**src/rtl/cnn_stage_sequencer.sv**
```systemverilog
// Frame-level sequencer for the four CNN layer stages: RUN/GAP per stage, watchdog, done channel.
// Optional macro CNN_SEQ_PERF_EN adds the perf_cycles frame-latency output.
module cnn_stage_sequencer #(
    parameter int GAP_CYCLES  = 2,
    parameter int WDOG_CYCLES = 2047,
    parameter int WDOG_W      = 12
) (
    input  logic        S_AXIS_ACLK,
    input  logic        S_AXIS_ARESETN,
    input  logic        start_valid,
    output logic        start_ready,
    input  logic        abort,
    input  logic [3:0]  to_i,
    output logic [3:0]  en_o,
    output logic [2:0]  stage_o,
    output logic        busy,
    output logic        m_done_valid,
    input  logic        m_done_ready,
    output logic        m_done_err
`ifdef CNN_SEQ_PERF_EN
    ,
    output logic [15:0] perf_cycles
`endif
);

    localparam int GAP_W = (GAP_CYCLES > 1) ? $clog2(GAP_CYCLES) : 1;

    typedef enum logic [1:0] {
        S_IDLE = 2'd0,
        S_RUN  = 2'd1,
        S_GAP  = 2'd2,
        S_DONE = 2'd3
    } state_t;

    state_t              r_state, w_state_nxt;
    logic [1:0]          r_stage, w_stage_nxt;
    logic [WDOG_W-1:0]   r_wdog,  w_wdog_nxt;
    logic [GAP_W-1:0]    r_gap,   w_gap_nxt;
    logic                r_err,   w_err_nxt;
    logic                r_start_ready;
    logic                w_to_hit;
    logic                w_wdog_exp;
    logic                w_start_hs;

    assign w_to_hit   = to_i[r_stage];
    assign w_wdog_exp = (r_wdog >= WDOG_W'(WDOG_CYCLES - 1));
    assign w_start_hs = start_valid & r_start_ready;

    always_ff @(posedge S_AXIS_ACLK or negedge S_AXIS_ARESETN) begin
        if (!S_AXIS_ARESETN) begin
            r_state       <= S_IDLE;
            r_stage       <= 2'd0;
            r_wdog        <= '0;
            r_gap         <= '0;
            r_err         <= 1'b0;
            r_start_ready <= 1'b0;
        end else begin
            r_state       <= w_state_nxt;
            r_stage       <= w_stage_nxt;
            r_wdog        <= w_wdog_nxt;
            r_gap         <= w_gap_nxt;
            r_err         <= w_err_nxt;
            r_start_ready <= (w_state_nxt == S_IDLE);
        end
    end

    // abort is evaluated first so it overrides every other transition in the same cycle
    always_comb begin
        w_state_nxt = r_state;
        w_stage_nxt = r_stage;
        w_wdog_nxt  = r_wdog;
        w_gap_nxt   = r_gap;
        w_err_nxt   = r_err;
        if (abort) begin
            w_state_nxt = S_IDLE;
            w_stage_nxt = 2'd0;
            w_wdog_nxt  = '0;
            w_gap_nxt   = '0;
            w_err_nxt   = 1'b0;
        end else begin
            case (r_state)
                S_IDLE: begin
                    if (w_start_hs) begin
                        w_state_nxt = S_RUN;
                        w_stage_nxt = 2'd0;
                        w_wdog_nxt  = '0;
                    end
                end
                S_RUN: begin
                    if (w_to_hit) begin
                        w_wdog_nxt = '0;
                        w_gap_nxt  = '0;
                        if (r_stage == 2'd3) begin
                            w_state_nxt = S_DONE;
                            w_err_nxt   = 1'b0;
                        end else begin
                            w_state_nxt = S_GAP;
                        end
                    end else if (w_wdog_exp) begin
                        w_state_nxt = S_DONE;
                        w_err_nxt   = 1'b1;
                        w_wdog_nxt  = '0;
                    end else if (r_wdog != '1) begin
                        w_wdog_nxt = r_wdog + 1'b1;
                    end
                end
                S_GAP: begin
                    if (r_gap == GAP_W'(GAP_CYCLES - 1)) begin
                        w_state_nxt = S_RUN;
                        w_stage_nxt = r_stage + 2'd1;
                        w_wdog_nxt  = '0;
                        w_gap_nxt   = '0;
                    end else begin
                        w_gap_nxt = r_gap + 1'b1;
                    end
                end
                S_DONE: begin
                    if (m_done_ready) begin
                        w_state_nxt = S_IDLE;
                        w_err_nxt   = 1'b0;
                    end
                end
                default: begin
                    w_state_nxt = S_IDLE;
                end
            endcase
        end
    end

    assign start_ready  = r_start_ready;
    assign en_o         = (r_state == S_RUN) ? (4'b0001 << r_stage) : 4'b0000;
    assign stage_o      = (r_state == S_RUN) ? ({1'b0, r_stage} + 3'd1) : 3'd0;
    assign busy         = (r_state != S_IDLE);
    assign m_done_valid = (r_state == S_DONE);
    assign m_done_err   = r_err;

`ifdef CNN_SEQ_PERF_EN
    logic [15:0] r_pcnt;
    logic [15:0] r_perf;
    logic [15:0] w_pcnt_inc;

    assign w_pcnt_inc = (r_pcnt == 16'hFFFF) ? r_pcnt : (r_pcnt + 16'd1);

    // r_pcnt counts edges already spent in RUN/GAP; the DONE edge itself adds the final one
    always_ff @(posedge S_AXIS_ACLK or negedge S_AXIS_ARESETN) begin
        if (!S_AXIS_ARESETN) begin
            r_pcnt <= 16'd0;
            r_perf <= 16'd0;
        end else begin
            if (r_state == S_IDLE && w_start_hs && !abort) begin
                r_pcnt <= 16'd0;
            end else if (r_state == S_RUN || r_state == S_GAP) begin
                r_pcnt <= w_pcnt_inc;
            end
            if (r_state == S_RUN && w_state_nxt == S_DONE) begin
                r_perf <= w_pcnt_inc;
            end
        end
    end

    assign perf_cycles = r_perf;
`endif

endmodule

```
**config.mk**
```make
export PLATFORM = sky130hd
export DESIGN_NAME = cnn_stage_sequencer
export DESIGN_NICKNAME = d
export VERILOG_FILES = /design/src/rtl/cnn_stage_sequencer.sv
export SDC_FILE = /design/constraint.sdc
export NUM_CORES = 1
export LEC_CHECK = 0
export CAP_MARGIN = 20
export CORE_MARGIN = 2
export CORE_UTILIZATION = 25
export DETAILED_ROUTE_END_ITERATION = 7
export GPL_TIMING_DRIVEN = 0
export SLEW_MARGIN = 20
export SYNTH_ARGS = -nofsm -noshare
export SYNTH_HDL_FRONTEND = slang
export SYNTH_SLANG_ARGS = --single-unit
```
**constraint.sdc**
```tcl
create_clock -name S_AXIS_ACLK -period 2.3 [get_ports S_AXIS_ACLK]
set_clock_uncertainty 0.15 [all_clocks]
set_input_delay 0.345 -clock S_AXIS_ACLK [delete_from_list [all_inputs] [get_ports S_AXIS_ACLK]]
set_output_delay 0.345 -clock S_AXIS_ACLK [all_outputs]
set_load 0.005 [all_outputs]
```
## Yosys cells after proc, flatten, opt, wreduce, memory -nomap -nowiden

Index checks and enable logic that the tools add are counted.

- Flip-flop bits (word level): 19
- Output and inout bits: 11

- Add/subtract/negate cells: 4
- Magnitude comparators: 2
- Equal/unequal tests: 12
- Shifts and indexed selects: 1
- Mux-type cells: 33
- Bitwise gates (word level): 1
- Reductions and logical operators: 11

Operators with widths:

| cell | count |
|---|---|
| $mux 12 | 6 |
| $pmux 12 s3 | 1 |
| $mux 2 | 9 |
| $add 12x1->12 const B | 1 |
| $ge 12x11->1 const B | 1 |
| $ne 12x12->1 const B | 1 |
| $mux 1 | 10 |
| $ne 3x3->1 const B | 3 |
| $reduce_bool 3->1 | 3 |
| $ne 4x4->1 const B | 2 |
| $pmux 2 s4 | 1 |
| $reduce_and 4->1 | 2 |
| $eq 2x2->1 const B | 3 |
| $ne 5x5->1 const B | 1 |
| $logic_not 2->1 | 2 |
| $mux 4 | 1 |
| $pmux 1 s2 | 2 |
| $pmux 2 s2 | 1 |
| $reduce_bool 4->1 | 1 |
| $shl 1x2->4 const A | 1 |
| $add 2x1->3 const B | 1 |
| $lt 2x3->1 const B | 1 |
| $mux 3 | 1 |
| $ne 3x2->1 const B | 1 |
| other kinds (8) | 8 |

## Longest topological paths before layout

Gate-level depths: netlist of the first run.

- Depth in word-level cells: 6
- Mapped depth: 7
- Gate-level depth less buffers: 6

## Worst setup path after synthesis of the first run

Ideal clock, no wire load.

- Path kind: flip-flop to flip-flop
- Start point: register r_wdog[0]
- End point: register r_wdog[8]
- Data arrival time: 1765 ps
- Slack: 316 ps
- Cell stages (with the launch flop): 7
- Cells stage by stage: dfrtp_1 > inv_1 > ha_1 > o21ai_0 > o311ai_4 > or4_1 > nand3_1

- Word-level cells in the longest chain between the ends: 6
- Elaborated cells between the ends (all ways): 10
- Those cells by class: 1 x add/sub; 1 x order compare; 2 x eq/ne; 5 x mux; 1 x reduce/logical

Ends and longest elaborated chain:

| what | RTL line | RTL |
|---|---|---|
| from (decl) | 37 | `logic [WDOG_W-1:0] r_wdog, w_wdog_nxt;` |
| from (signal assigned) | 60 | `r_wdog <= w_wdog_nxt;` |
| $add 12x1->12 | 104 | `w_wdog_nxt = r_wdog + 1'b1;` |
| $mux 12 | 103 | `end else if (r_wdog != '1) begin` |
| $mux 12 | 99 | `end else if (w_wdog_exp) begin` |
| $mux 12 | 90 | `if (w_to_hit) begin` |
| $pmux 12 s3 | 81 | `case (r_state)` |
| $mux 12 | 74 | `if (abort) begin` |

Parallel ways exist; a longest one is shown, timed or not. The select of a mux whose other input is x is not followed.
A chain may end at the register's enable or synchronous reset.

## Final worst setup path of the first run

- Start point: register r_stage[1]
- End point: output stage_o[2]

- Word-level cells in the longest chain between the ends: 2

Ends and longest elaborated chain:

| what | RTL line | RTL |
|---|---|---|
| from (decl) | 36 | `logic [1:0] r_stage, w_stage_nxt;` |
| from (signal assigned) | 59 | `r_stage <= w_stage_nxt;` |
| $add 2x1->3 | 132 | `assign stage_o = (r_state == S_RUN) ? ({1'b0, r_stage} + 3'd1) : 3'd0;` |
| $mux 3 | 132 |  |
| to (decl) | 15 | `output logic [2:0] stage_o,` |

Every way passes these cells.

==> impl_metrics.yaml, run 1 <==
timing:
  fmax_ghz: 0.451
  worstMarginPinSlew_ns: 0.879
  slew_headroom_pct: 41.2
  period_share_pct: 96.3
  grt_setup_unrepaired: "false"
  slew_violations: 0
  fin_crit_ns: 2.22
  setup_viol_count_final: 0
  hold_viol_final: 0
global_routing:
  grt_first_pass_wirelength_um: 4490
  grt_max_degree: 20
  track_usage_pct: 10.7
  grt_overflow_total: 0
  antenna_found_initial: 0
  grt_pass1_vias: 965
clock_tree:
  clkTransAtPathRegs_ns: 0.08
  root_buffer: "clkbuf_8"
  numCtsBuffers: 3
  clk_latency_ns: 0.26
  cts.path.max_buffers: 2
  cts_tree: "yes"
  htreeDepth: 1
  clock-sinks: 19
synth:
  async_reset_ff_share_pct: 100
  yosys_warnings: 0
  synth_cell_types: 37
  ys_top_cells_by_count: "dfrtp_1 (19), nand2_1 (18), nand3_1 (12), nor2_1 (8), o21ai_0 (8)"
  syn-instance-count: 135
  yosys_register_bits: 19
  synth_ff_type: "dfrtp_1"
  mappedNetlistArea_mm2: 0.00121
  syn_avg_cell_area_um2: 8.93
  post-synth-top-area-fraction_pct: 39.4
  ys_seq_area_share_pct: 39.4
  synth.area.top_cells: "dfrtp_1 (39%), ha_1 (6.2%), nand2_1 (5.6%), nand3_1 (5.0%), o21ai_0 (3.3%)"
  synth_edf_count: 0
  synth_most_common_cell: "dfrtp_1"
  synth_top_cell_by_area: "dfrtp_1"
  syn_nets: 150
cells_and_area:
  fillCellCount: 506
  fin_util_pct: 32.7
  fin_cells: 215
  drive_above_1_share_pct: 14.3
  area_growth_syn_to_layout_pct: 27.3
  nets: 177
  antenna_cells: 0
critical_path:
  critPathArrivalTime_ns: 1.72
  startpoint: "r_stage[1]$_DFFE_PN0P_"
  worst_r2r_path_depth: 6
  crit_fanout: 6
  reg2reg_to: "r_wdog[5]$_DFFE_PN0P_"
  reg2reg_from: "r_state[1]$_DFF_PN0_"
  worst-r2r-setup-slack_ns: 0.18
  worstSetupEndpoint: "stage_o[2]"
  startpoint_type: "register"
  worstPathRequired_ns: 1.80
  cp-end-kind: "primary output"
  path_class: "reg -> out"
floorplan:
  fp-row-count: 25
  die_w_um: 73.5
  die_h_um: 73.5
  core_area_mm2: 0.00469
  die_area_mm2: 0.00540
  io_pins: 20
  start_util_pct: 25.7
drt:
  dr.pass1.iters: 4
  drtIter0Drc: 60
  via_per_inst: 4.88
  wl_per_cell_um: 13.0
  drtAntennaViolNets: 0
  drc: 0
  wirelength_um: 2790
  vias: 1050
power:
  power_w: 0.000769
  ir_worst_vdd_v: 0.000248
  power_density_mw_per_mm2: 501
  leakagePower_nw: 0.661
status:
  status: "finished clean"
placement:
  gp_congestion: 0.747
  dp.cells: 207
  place_hpwl_um: 2000
  port_buffers: 18
hold_path:
  hold_path.class: "in -> reg"
run:
  max-cap-violations: 0
[routing by layer]
layer	GRT usage, %	up-vias	part of all wire [%]
met2	16.8	26	43
li1	-	540	-
met3	3.70	4	5.3
met1	14.0	480	52
met4	2.63	0	0.43
met5	0	-	0
[critical path, stage by stage, from the launching register on]
cell and delay (ns):
dfrtp_2 0.46, ha_1 0.24, and3_1 0.20, buf_4 0.13
clkdlybuf4s50_1 0.43
[how the worst min path moves through the flow]
stage	cells past startpoint	start	endpoint	slack (ns)
5_1_grt	2	abort	r_stage[0]$_DFFE_PN0P_	0.33
3_3_place_gp	1	r_wdog[11]$_DFFE_PN0P_	r_wdog[11]$_DFFE_PN0P_	0.33
2_1_floorplan	0	S_AXIS_ARESETN	m_done_err$_DFFE_PN0P_	-0.10
6_report	2	abort	r_stage[0]$_DFFE_PN0P_	0.32
3_5_place_dp	1	r_wdog[11]$_DFFE_PN0P_	r_wdog[11]$_DFFE_PN0P_	0.33
4_1_cts	2	abort	r_stage[0]$_DFFE_PN0P_	0.31
[stage by stage]
step                      instance area [um2]  setup WS [ns]  setup TNS [ns]  hold slack [ns]
final                                    1540         0.0840               0            0.318
after detailed placement                 1450        -0.0456          -0.158            0.331
after CTS                                1500        0.00168               0            0.314
after global routing                     1540        0.00186               0            0.334
after global placement                   1450        -0.0258          -0.119            0.328
after floorplan                          1210          0.316               0           -0.101
[power breakdown]
part           internal, W  switching, W  total, W  leakage [nW]
Sequential        0.000346    0.00000851  0.000354         0.257
Combinational    0.0000799     0.0000939  0.000174         0.379
Clock             0.000121      0.000120  0.000241        0.0255
Total             0.000547      0.000222  0.000769         0.661
[flip-flops by register name (all words and copies together) (netlist names)]
name	count
m_done_err	1
r_state	2
r_stage	2
r_wdog	12
r_gap	1
start_ready	1
[layout make-up]
cell class              instances  area [um2]  share of cell area (%)
inverters                       8        33.8                    2.20
clock buffers                   3        41.3                    2.69
plain buffers                   6        31.3                    2.04
multi-input cells             102         671                    43.7
well taps                      54        67.6                    4.40
clock inverters                 1        5.00                   0.326
repair buffers                 21         203                    13.2
repair inverters                1        5.00                   0.326
flip-flops and latches         19         478                    31.1
[what timing repair did]
item                                    CTS  global route
hold buffers                              0             0
buffers inserted                          0             3
gates resized for setup                   1             5
endpoints found under the setup margin    1            12
hold endpoints to repair                  0             0
gates cloned                              0             1
[placed cells by master (no fill, tap or decap), drive strengths merged, types with 3 or more instances in the layout]
cell / n
nand3: 12
nor2: 9
buf: 7
clkdlybuf4s50: 18
nor3: 5
mux2i: 3
ha: 6
inv: 6
clkbuf: 5
o21ai: 8
a21oi: 6
and3: 6
o311ai: 4
nand2: 18
dfrtp: 19
a21o: 4
[cell families after synthesis]
logic type	synth area share (%)
multiplexers	4.67
buffers and inverters	4.98
AND/OR/NAND/NOR	23.7
adder cells (fa/ha/maj)	6.22
flip-flops	39.4
AO/OA/AOI/OAI	21.1
(Power assumes the default switching activity.)
==> inputs of run 2 (changes only) <==
CORE_MARGIN = unset   (was 2)
==> run 2 against run 1 <==
  * Count of clock-buffer cells in the layout is the same
  * Highest routed layer unchanged
  * Critical endpoint unchanged
  * Largest cell class unchanged
  * Critical path depth is the same
  * First-iteration DRC count shrank 42%
==> impl_metrics.yaml, run 2 (synthesis results as in run 1) <==
critical_path:
  worstPathRequired_ns: 1.80
  worst-r2r-setup-slack_ns: 0.16
  path_class: "reg -> out"
  cp-end-kind: "primary output"
  critPathArrivalTime_ns: 1.72
  startpoint_type: "register"
  crit_fanout: 6
placement:
  place_hpwl_um: 1900
  place_area_mm2: 0.00145
  gp_congestion: 0.766
  dp.cells: 205
  port_buffers: 18
timing:
  period_share_pct: 96.3
  grt_setup_unrepaired: "false"
  holdWs_ns: 0.316
  slew_violations: 0
  fmax_ghz: 0.452
  setup_viol_count_final: 0
  worstMarginPinSlew_ns: 0.878
  fin_crit_ns: 2.21
  slew_headroom_pct: 41.3
  hold_viol_final: 0
drt:
  drtIter0Drc: 35
  via_per_inst: 5.05
  vias: 1071
  wl_per_cell_um: 12.2
  dr.pass1.iters: 4
  drc: 0
  drtAntennaViolNets: 0
  wirelength_um: 2580
cells_and_area:
  area_growth_syn_to_layout_pct: 26.5
  largest_reg_flops: 12
  nets: 176
  max_flop_register: "r_wdog"
  fillCellCount: 498
  final_design_area_no_fill_mm2: 0.00153
  fin_util_pct: 33.9
  reg_top3: "r_wdog x12, r_stage x2, r_state x2"
  fin_cells: 212
  antenna_cells: 0
  drive_above_1_share_pct: 14.4
  layout_common_cells: "nand2_1 (18), clkdlybuf4s50_1 (18), dfrtp_1 (17), nand3_1 (12), nor2_1 (8)"
floorplan:
  start_util_pct: 26.8
  die_area_mm2: 0.00511
  io_pins: 20
  die_h_um: 71.5
  fp-row-count: 24
  die_w_um: 71.5
  core_area_mm2: 0.00450
clock_tree:
  cts_tree: "yes"
  cts.path.max_buffers: 2
  clock-sinks: 19
  clkTransAtPathRegs_ns: 0.07
  clk_latency_ns: 0.26
  htreeDepth: 1
  numCtsBuffers: 3
  cts_hold_buf: 0
  root_buffer: "clkbuf_8"
global_routing:
  antenna_found_initial: 0
  grt_first_pass_wirelength_um: 4390
  track_usage_pct: 10.8
  grt_pass1_vias: 952
  grt_max_degree: 20
  grt_overflow_total: 0
status:
  status: "finished clean"
power:
  power_w: 0.000765
  power_density_mw_per_mm2: 502
  leakagePower_nw: 0.656
  ir_worst_vdd_v: 0.000257
run:
  max-cap-violations: 0
hold_path:
  hold_path.class: "in -> reg"
run 2: cell count changes in the layout (fill, tap and decap cells not counted), sizes merged:
| cell | delta |
|---|---|
| buf | -1 |
run 2: critical path, stage by stage, from the launching register on:
cell	delay (ns)
dfrtp_2	0.45
ha_1	0.25
and3_1	0.20
buf_4	0.12
clkdlybuf4s50_1	0.43
run 2: per-layer routing:
layer / vias to the layer above / GRT usage [%] / part of all wire, %
li1: 539 / - / -
met1: 499 / 14.6 / 48
met2: 31 / 17.1 / 46
met3: 2 / 2.67 / 5.4
met4: 0 / 3.27 / 0.81
met5: - / 0 / 0
run 2: final timing paths:
| path | depth (start not counted) | from | to |
|---|---|---|---|
| hold reg to reg | 1 | r_wdog[11]$_DFFE_PN0P_ | r_wdog[11]$_DFFE_PN0P_ |
| setup reg to reg | 6 | r_stage[0]$_DFFE_PN0P_ | r_wdog[8]$_DFFE_PN0P_ |
| min in group asynchronous | 1 | S_AXIS_ARESETN | r_wdog[4]$_DFFE_PN0P_ |
| hold / removal | 2 | abort | r_stage[1]$_DFFE_PN0P_ |
| max in group asynchronous | 1 | S_AXIS_ARESETN | r_stage[1]$_DFFE_PN0P_ |
| setup / recovery | 4 | r_stage[0]$_DFFE_PN0P_ | stage_o[2] |
run 2: timing repair:
| item | 4_1_cts | 5_1_grt |
|---|---|---|
| gates cloned | 0 | 1 |
| setup endpoints to repair | 1 | 10 |
| gates resized for setup | 1 | 6 |
| buffers inserted | 0 | 2 |
run 2: layout make-up:
type	instances	area [um2]	area share, %
Buffer	6	31.3	2.05
Clock buffer	3	41.3	2.71
Clock inverter	1	5.00	0.328
Inverter	8	33.8	2.21
Multi-Input combinational cell	102	671	44.0
Sequential cell	19	478	31.3
Tap cell	52	65.1	4.27
Timing Repair Buffer	20	195	12.8
Timing Repair inverter	1	5.00	0.328
run 2: power breakdown:
part           switching, W  internal (W)
clock network      0.000120      0.000121
registers        0.00000800      0.000346
logic             0.0000904     0.0000795
total              0.000219      0.000546
run 2: stage by stage:
stage | setup slack, ns | setup TNS [ns]
after global routing | 0.0130 | 0
after global placement | -0.0292 | -0.145
after CTS | 0.0116 | 0
after floorplan | 0.316 | 0
final | 0.0859 | 0
after detailed placement | -0.0337 | -0.0659
